### src/rtl/fifo_sync_param_pkg.sv
// Shared sizing helpers for the parametrised synchronous FIFO.
// Pointer and count widths are derived from DEPTH here.
package fifo_sync_param_pkg;

    function automatic int clog2(input int n);
        int r;
        r = 0;
        while ((1 << r) < n) r++;
        return r;
    endfunction

    function automatic int addr_w(input int depth);
        return clog2(depth);
    endfunction

    function automatic int cnt_w(input int depth);
        return clog2(depth) + 1;
    endfunction

endpackage

### src/rtl/fifo_sync_param_if.sv
// Producer/consumer bundle for fifo_sync_param.
// master drives requests; slave is the FIFO itself.
interface fifo_sync_param_if
    import fifo_sync_param_pkg::*;
#(
    parameter int BITNUMBER = 10,
    parameter int DEPTH     = 8
);
    localparam int CNT_W = cnt_w(DEPTH);

    logic [BITNUMBER-1:0] data_in;
    logic                 write;
    logic                 read;
    logic [BITNUMBER-1:0] data_out;
    logic                 valid_out;
    logic                 full;
    logic                 empty;
    logic                 almost_full;
    logic                 almost_empty;
    logic [CNT_W-1:0]     count;
    logic                 overflow;
    logic                 underflow;

    modport master (
        output data_in, write, read,
        input  data_out, valid_out, full, empty,
        input  almost_full, almost_empty, count,
        input  overflow, underflow
    );

    modport slave (
        input  data_in, write, read,
        output data_out, valid_out, full, empty,
        output almost_full, almost_empty, count,
        output overflow, underflow
    );
endinterface

### src/rtl/fifo_sync_param_mem_2p.sv
// Unreset two-port storage: synchronous write, asynchronous read.
module fifo_mem_2p #(
    parameter int BITNUMBER = 10,
    parameter int DEPTH     = 8,
    parameter int ADDR_W    = 3
) (
    input  logic                 clk,
    input  logic                 we,
    input  logic [ADDR_W-1:0]    waddr,
    input  logic [BITNUMBER-1:0] wdata,
    input  logic [ADDR_W-1:0]    raddr,
    output logic [BITNUMBER-1:0] rdata
);
    logic [BITNUMBER-1:0] mem [DEPTH];

    always_ff @(posedge clk) begin
        if (we) mem[waddr] <= wdata;
    end

    assign rdata = mem[raddr];
endmodule

### src/rtl/fifo_sync_param.sv
// Parametrised single-clock FIFO with registered read data and status flags.
// Define FIFO_ERR_FLAGS_EN to enable sticky overflow/underflow flags.
module fifo_sync_param
    import fifo_sync_param_pkg::*;
#(
    parameter int BITNUMBER = 10,
    parameter int DEPTH     = 8,
    parameter int AF_MARGIN = 1,
    parameter int AE_MARGIN = 1
) (
    input logic               clk,
    input logic               reset,
    fifo_sync_param_if.slave  bus
);
    localparam int ADDR_W = addr_w(DEPTH);
    localparam int CNT_W  = cnt_w(DEPTH);

    logic [ADDR_W-1:0]    wr_ptr;
    logic [ADDR_W-1:0]    rd_ptr;
    logic [CNT_W-1:0]     cnt;
    logic [BITNUMBER-1:0] rdata;
    logic                 wr_acc;
    logic                 rd_acc;

    // Flags decode only the registered count.
    assign bus.full         = (cnt == CNT_W'(DEPTH));
    assign bus.empty        = (cnt == '0);
    assign bus.almost_full  = (cnt >= CNT_W'(DEPTH - AF_MARGIN));
    assign bus.almost_empty = (cnt <= CNT_W'(AE_MARGIN));
    assign bus.count        = cnt;

    assign rd_acc = bus.read & ~bus.empty;
    assign wr_acc = bus.write & (~bus.full | bus.read);

    fifo_mem_2p #(
        .BITNUMBER (BITNUMBER),
        .DEPTH     (DEPTH),
        .ADDR_W    (ADDR_W)
    ) u_mem (
        .clk   (clk),
        .we    (wr_acc),
        .waddr (wr_ptr),
        .wdata (bus.data_in),
        .raddr (rd_ptr),
        .rdata (rdata)
    );

    always_ff @(posedge clk or negedge reset) begin
        if (!reset) begin
            wr_ptr        <= '0;
            rd_ptr        <= '0;
            cnt           <= '0;
            bus.data_out  <= '0;
            bus.valid_out <= 1'b0;
        end else begin
            bus.valid_out <= rd_acc;
            if (wr_acc) wr_ptr <= wr_ptr + ADDR_W'(1);
            if (rd_acc) begin
                rd_ptr       <= rd_ptr + ADDR_W'(1);
                bus.data_out <= rdata;
            end
            unique case ({wr_acc, rd_acc})
                2'b10:   cnt <= cnt + CNT_W'(1);
                2'b01:   cnt <= cnt - CNT_W'(1);
                default: cnt <= cnt;
            endcase
        end
    end

`ifdef FIFO_ERR_FLAGS_EN
    always_ff @(posedge clk or negedge reset) begin
        if (!reset) begin
            bus.overflow  <= 1'b0;
            bus.underflow <= 1'b0;
        end else begin
            if (bus.write & bus.full & ~bus.read) bus.overflow <= 1'b1;
            if (bus.read & bus.empty) bus.underflow <= 1'b1;
        end
    end
`else
    assign bus.overflow  = 1'b0;
    assign bus.underflow = 1'b0;
`endif
endmodule

### src/flat_wrapper.sv
// flat-port wrapper written by rule: the top's interface ports become plain ports
module fifo_sync_param_flat import fifo_sync_param_pkg::*;
#(
    parameter int BITNUMBER = 10,
    parameter int DEPTH     = 8,
    parameter int AF_MARGIN = 1,
    parameter int AE_MARGIN = 1
)
  (clk, reset, bus_data_in, bus_write, bus_read, bus_data_out, bus_valid_out, bus_full, bus_empty, bus_almost_full, bus_almost_empty, bus_count, bus_overflow, bus_underflow);
  fifo_sync_param_if #(.BITNUMBER(BITNUMBER), .DEPTH(DEPTH)) bus_i ();
  input logic clk;
  input logic reset;
  input wire logic [$bits(bus_i.data_in)-1:0] bus_data_in;
  input wire logic [$bits(bus_i.write)-1:0] bus_write;
  input wire logic [$bits(bus_i.read)-1:0] bus_read;
  output wire logic [$bits(bus_i.data_out)-1:0] bus_data_out;
  output wire logic [$bits(bus_i.valid_out)-1:0] bus_valid_out;
  output wire logic [$bits(bus_i.full)-1:0] bus_full;
  output wire logic [$bits(bus_i.empty)-1:0] bus_empty;
  output wire logic [$bits(bus_i.almost_full)-1:0] bus_almost_full;
  output wire logic [$bits(bus_i.almost_empty)-1:0] bus_almost_empty;
  output wire logic [$bits(bus_i.count)-1:0] bus_count;
  output wire logic [$bits(bus_i.overflow)-1:0] bus_overflow;
  output wire logic [$bits(bus_i.underflow)-1:0] bus_underflow;
  assign bus_i.data_in = bus_data_in;
  assign bus_i.write = bus_write;
  assign bus_i.read = bus_read;
  assign bus_data_out = bus_i.data_out;
  assign bus_valid_out = bus_i.valid_out;
  assign bus_full = bus_i.full;
  assign bus_empty = bus_i.empty;
  assign bus_almost_full = bus_i.almost_full;
  assign bus_almost_empty = bus_i.almost_empty;
  assign bus_count = bus_i.count;
  assign bus_overflow = bus_i.overflow;
  assign bus_underflow = bus_i.underflow;
  fifo_sync_param #(.BITNUMBER(BITNUMBER), .DEPTH(DEPTH), .AF_MARGIN(AF_MARGIN), .AE_MARGIN(AE_MARGIN)) u_core (.clk(clk), .reset(reset), .bus(bus_i));
endmodule
### config.mk
export PLATFORM = sky130hd
export DESIGN_NAME = fifo_sync_param_flat
export DESIGN_NICKNAME = d
export VERILOG_FILES = /design/src/rtl/fifo_sync_param_pkg.sv /design/src/rtl/fifo_sync_param_if.sv /design/src/rtl/fifo_sync_param_mem_2p.sv /design/src/rtl/fifo_sync_param.sv /design/src/flat_wrapper.sv
export SDC_FILE = /design/constraint.sdc
export NUM_CORES = 1
export LEC_CHECK = 0
export BUFFER_PORTS_ARGS = -buffer_cell sky130_fd_sc_hd__buf_2
export CORE_MARGIN = 5
export CORE_UTILIZATION = 60
export CTS_BUF_LIST = sky130_fd_sc_hd__clkbuf_4 sky130_fd_sc_hd__clkbuf_8
export DETAILED_ROUTE_END_ITERATION = 8
export PLACE_DENSITY = 0.92
export SLEW_MARGIN = 20
export SYNTH_ARGS = -nofsm -noshare
export SYNTH_HDL_FRONTEND = slang
export SYNTH_SLANG_ARGS = --single-unit
### constraint.sdc
create_clock -name clk -period 5.8 [get_ports clk]
set_clock_uncertainty 0.1 [all_clocks]
set_input_delay 1.16 -clock clk [delete_from_list [all_inputs] [get_ports clk]]
set_output_delay 1.16 -clock clk [all_outputs]
set_load 0.02 [all_outputs]
Word level (Yosys, flattened, before mapping)
Memory sizes are Yosys's and may differ from the RTL's. A register that Yosys moved wholly into a read port is not among the register bits.
Cells that the tools add are included.
{ "totals": {"register_bits": 11, "ram_bits": 80, "in_bits": 14, "output_inout_bits": 21, "word_cells": 25, "memories": 1} }
{ "op_classes": {"addsub": 4, "n_lt_le_gt_ge": 2, "n_eq_ne": 3, "n_mux": 3, "bitwise": 5, "reduce_logical": 3} }
{ "mem_list": {"columns": ["name", "words", "width", "rd", "rd_ports_with_merged_regs", "write_ports", "line", "source"], "rows": [
  ["u_core.u_mem.mem", 8, 10, 1, 1, 1, "fifo_sync_param_mem_2p.sv:14", "logic [BITNUMBER-1:0] mem [DEPTH];"]
]} }
{ "op_table": {"columns": ["cell", "n"], "rows": [
  ["one-hot mux 4 bit (2 select lines)", 1],
  ["adder 3 x 1 -> 3 bit, second input constant", 2],
  ["adder 4 x 1 -> 4 bit, second input constant", 1],
  ["== test 4 bit, second input constant", 1],
  ["greater-or-equal comparator 4 x 3 -> 1 bit, second input constant", 1],
  ["<= comparator 4 x 1 -> 1 bit, second input constant", 1],
  ["zero test 4 bit", 1],
  ["subtractor 4 x 1 -> 4 bit, second input constant", 1],
  ["bitwise AND 1 bit", 2],
  ["== test 2 x 1 -> 1 bit, second input constant", 1],
  ["== test 2 bit, second input constant", 1],
  ["two-way mux 1 bit", 2],
  ["inverter 1 bit", 2],
  ["nonzero test 2 bit", 1],
  ["zero test 1 bit", 1],
  ["bitwise OR 1 bit", 1]
]} }

Depth between registers and ports, before layout
{ "logic_depth": {"depth_word": 6, "ltp_mapped": 10} }

Hierarchy
Synthesis repeated with hierarchy kept, for this count alone.
{ "unflattened": {"hier_cells": 204, "hier_area_um2": 4125.2} }
{ "by_module_without_submodules": {"columns": ["mod", "instances", "cells_per_inst", "area_each_um2"], "rows": [
  ["fifo_mem_2p", 1, 128, 3133.0],
  ["fifo_sync_param", 1, 76, 992.2]
]} }

Worst setup path after synthesis
No wires, ideal clock.
{ "synth_timing": {"path_type": "input-to-reg", "startpoint": "in bus_read", "endpoint": "mem u_core.u_mem.mem[0][0] (enable)", "setup_ns": 0.404, "t_arrival_ns": 2.455, "required_time_ns": 5.296, "slack_ns": 2.841, "cell_stages": 3, "cell_sequence": "nand4bb_1 -> nand2_2 -> nor4_1"} }
{ "synth_between": {"elab_chain_len": 4} }
{ "synth_rtl": {"columns": ["item", "line", "source"], "rows": [
  ["start, declared", "flat_wrapper.sv:15", "input wire logic [$bits(bus_i.read)-1:0] bus_read;"],
  ["bitwise OR 1 bit", "fifo_sync_param.sv:33", "assign wr_acc = bus.write & (~bus.full | bus.read);"],
  ["bitwise AND 1 bit", "fifo_sync_param.sv:33", null],
  ["two-way mux 1 bit", "fifo_sync_param_mem_2p.sv:17", "if (we) mem[waddr] <= wdata;"],
  ["two-way mux 1 bit (not written as such)", "fifo_sync_param_mem_2p.sv:17", null],
  ["end, declared", "fifo_sync_param_mem_2p.sv:14", null]
]} }
No other way between the ends.

Final worst setup path
{ "layout_timing": {"startpoint": "reg u_core.cnt[0] (netlist: u_core.bus.count[0])", "endpoint": "out bus_empty"} }
{ "layout_between": {"elab_chain_len": 1} }
{ "layout_rtl": {"columns": ["item", "line", "source"], "rows": [
  ["start, declared", "fifo_sync_param.sv:20", "logic [CNT_W-1:0] cnt;"],
  ["start signal, assigned", "fifo_sync_param.sv:63", "2'b10: cnt <= cnt + CNT_W'(1);"],
  ["start signal, assigned", "fifo_sync_param.sv:64", "2'b01: cnt <= cnt - CNT_W'(1);"],
  ["start signal, assigned", "fifo_sync_param.sv:65", "default: cnt <= cnt;"],
  ["zero test 4 bit", "fifo_sync_param.sv:27", "assign bus.empty = (cnt == '0);"],
  ["end, declared", "flat_wrapper.sv:19", "output wire logic [$bits(bus_i.empty)-1:0] bus_empty;"]
]} }
No other way between the ends.

==> impl_metrics.py <==
metrics = {
    "final_layout": {
        "stdcell_count": 368,
        "n_antenna_cell": 0,
        "fin_nets": 303,
        "area_growth_pct": 11.3,
        "drive_above_1_share": 0.278,
    },
    "logic_synthesis": {
        "synth-xor-area-share": 0.0171,
        "yosysSeqAreaShare": 0.713,
        "synth_cell_types": 34,
        "synth_edf_count": 80,
        "synth-warning-count": 0,
        "synth_top_family_by_area": "multiplexers",
        "synthMuxAreaShare": 0.112,
        "netlist_area_um2": 4110,
        "ys_async_sr_fraction": 0.208,
        "synth_compound_area_frac": 0.0722,
        "yosysTopAreaCell": "edfxtp_1",
        "ys_seq_elements": 101,
        "syn_inst": 247,
        "synthAdderAreaFrac": 0.0183,
        "synth_area_leaders": "edfxtp_1 59%, dfrtp_1 13%, mux2_2 6.0%",
        "synth_top_area_share": 0.585,
        "synth-simple-area-share": 0.0427,
        "syn_area_per_cell_um2": 16.6,
        "synth-main-ff-cell": "edfxtp_1",
    },
    "clock_network": {
        "root_buffer": "clkbuf_8",
        "h-tree-depth": 3,
        "cts_buffers": 9,
        "clock-sinks": 101,
        "path_clk_slew_ns": 0.09,
        "clk_latency_ns": 0.37,
        "cts_setup_buffers": 0,
        "clockBufferDepth": 2,
        "ctsResizeCount": 0,
        "hold_buffers": 0,
        "tritoncts": "done",
    },
    "global_route": {
        "antenna_found_initial": 0,
        "track_usage": 0.190,
        "grt_max_degree": 43,
        "grt_pass1_vias": 2219,
        "grt_overflow": 0,
        "grt_pass1_wl_um": 11900,
    },
    "route": {
        "drc_errors": 0,
        "met1_length_um": 3130,
        "vias": 2255,
        "via_per_inst": 6.13,
        "dr.pass1.iters": 7,
        "routed.top_layer": "met4",
        "drt_wl_total_um": 7710,
        "dr_wl_met3_um": 596,
        "routedWlPerCell_um": 21.0,
        "first_iter_violations": 227,
        "met2WireLength_um": 3870,
        "final_antenna_net_count": 0,
    },
    "power_and_ir_drop": {
        "p_switching_w": 0.000800,
        "internal_power_w": 0.00155,
        "max-vdd-ir-drop_mv": 0.232,
        "combPwrFrac": 0.308,
        "pwr_density_cell_nw_per_um2": 514,
        "power_w": 0.00235,
        "p_leak_nw": 1.71,
        "seq_power_share": 0.472,
        "clkPwrFrac": 0.220,
        "sw_frac_of_total": 0.341,
    },
    "placed_design": {
        "dpl.hpwl_um": 5160,
        "placed_cells": 352,
        "finalWeightedCongestion": 0.801,
        "port-buffer-count": 32,
    },
    "sta": {
        "max_freq_ghz": 0.305,
        "setup_violations": 0,
        "rsz0062_at_grt": "no",
        "post-route-min-period_ns": 3.28,
        "setup_tns_ns": 0,
        "worstMarginPinSlew_ns": 1.09,
        "period_share": 0.565,
        "finalHoldViolations": 0,
        "finalMaxSlewViolations": 0,
        "relSlewSlack": 0.274,
    },
    "worst_setup_path": {
        "arrival_ns": 2.02,
        "crit_type": "register to output port",
        "required_ns": 4.54,
        "endpoint_kind": "output port",
        "crit_fanout": 13,
        "cp-start-kind": "register",
    },
    "die": {
        "design.die.area_um2": 8600,
        "coreArea_um2": 6720,
        "die_h_um": 92.7,
        "initial_core_util": 0.611,
        "rows": 30,
        "ioPinCount": 35,
        "die_x_um": 92.7,
    },
    "run": {
        "max_cap_viol_count": 0,
    },
    "hold_path": {
        "hp-class": "register to register",
    },
    "status": {
        "outcome": "complete, no violations",
    },
}
cell usage in the layout (no fill, tap or decap), types with 2 or more instances in the layout:
cell,n
edfxtp_1,80
buf_2,32
mux2_2,22
mux2i_1,21
dfrtp_1,20
o21ai_0,11
o22ai_1,10
a22o_1,10
o31ai_1,10
clkbuf_8,9
nor2_1,6
xnor2_1,6
ha_1,6
nor3_1,5
nand2b_1,4
inv_1,4
buf_4,4
nand2_1,3
bufinv_16,3
clkinv_2,3
nand3_1,2
xor2_1,2
conb_1,2
cells in the mapped netlist (2+ instances only):
cell type / count
nand3_1: 2
dfrtp_1: 21
o22ai_1: 10
nor2_1: 6
nand2b_1: 4
xnor2_1: 6
nand2_1: 3
o31ai_1: 10
mux2_2: 22
nor3_1: 5
xor2_1: 2
a22o_1: 10
edfxtp_1: 80
ha_1: 6
buf_4: 6
inv_1: 4
o21ai_0: 11
buf_6: 2
mux2i_1: 21
clkbuf_1: 2
path summary, 6_finish.rpt:
check / to / slack, ns / cells after the start / startpoint
worst max-delay path: bus_empty / 2.52 / 4 / u_core.bus.count[0]
worst min-delay path: u_core.bus.data_out[0] / 0.42 / 2 / u_core.bus.data_out[0]
worst max register to register: u_core.bus.count[3] / 2.78 / 9 / u_core.bus.count[0]
worst min register to register: u_core.bus.data_out[0] / 0.42 / 2 / u_core.bus.data_out[0]
max in group asynchronous: u_core.rd_ptr[0] / 4.63 / 1 / reset
min in group asynchronous: u_core.rd_ptr[1] / 0.63 / 1 / reset
power groups by stage:
stage | logic [W] | clock network [W] | registers [W]
CTS | 0.000723 | 0.000518 | 0.00111
floorplan | 0.000525 | 0 | 0.00109
detailed placement | 0.000720 | 0 | 0.00112
global placement | 0.000690 | 0 | 0.00111
global route | 0.000774 | 0.000554 | 0.00113
finish | 0.000722 | 0.000515 | 0.00111
registers in the layout (all words and copies together) (netlist names):
signal / cells
u_core.rd_ptr: 3
u_core.u_mem.mem: 80
u_core.bus.data_out: 10
u_core.bus.valid_out: 1
u_core.wr_ptr: 3
u_core.bus.count: 4
worst max-delay path: stages, from the launching register on:
cell	delay, ns
dfrtp_1	0.47
inv_1	0.09
ha_1	0.24
nor3b_2	0.56
buf_2	0.28
metal layers:
layer | up-vias | track usage
met3 | 11 | 0.0650
met4 | 0 | 0.0476
met1 | 1125 | 0.241
met2 | 96 | 0.314
met5 | - | 0
li1 | 1023 | -
metrics by stage:
| step | utilization | hold WS, ns | setup WS (ns) | instance area, um2 |
|---|---|---|---|---|
| after detailed placement | 0.645 | 0.404 | 2.69 | 4330 |
| after CTS | 0.680 | 0.425 | 2.51 | 4570 |
| final | 0.680 | 0.420 | 2.52 | 4570 |
| after global placement | 0.643 | 0.389 | 2.75 | 4320 |
| after global routing | 0.680 | 0.445 | 2.40 | 4570 |
| after floorplan | - | 0.407 | 2.84 | 4110 |
final cells by class:
class | count | area (um2)
multi-input cells | 131 | 1100
inverters | 4 | 15.0
repair buffers | 36 | 190
fillers | 424 | 2150
clock inverters | 7 | 114
clock buffers | 9 | 124
flip-flops and latches | 101 | 2930
well taps | 80 | 100
kinds of logic (layout without fill, tap and decap cells):
group / count (synthesis) / count (layout)
and+or+nand+nor: 29 / 29
buffers and inverters: 16 / 56
other: 1 / 2
DFF: 101 / 101
adders and majority gates: 6 / 6
muxes: 43 / 43
xor gates and xnor gates: 8 / 8
AOI/OAI and AO/OA: 43 / 43
No activity file was read; power rests on OpenSTA's default activity.
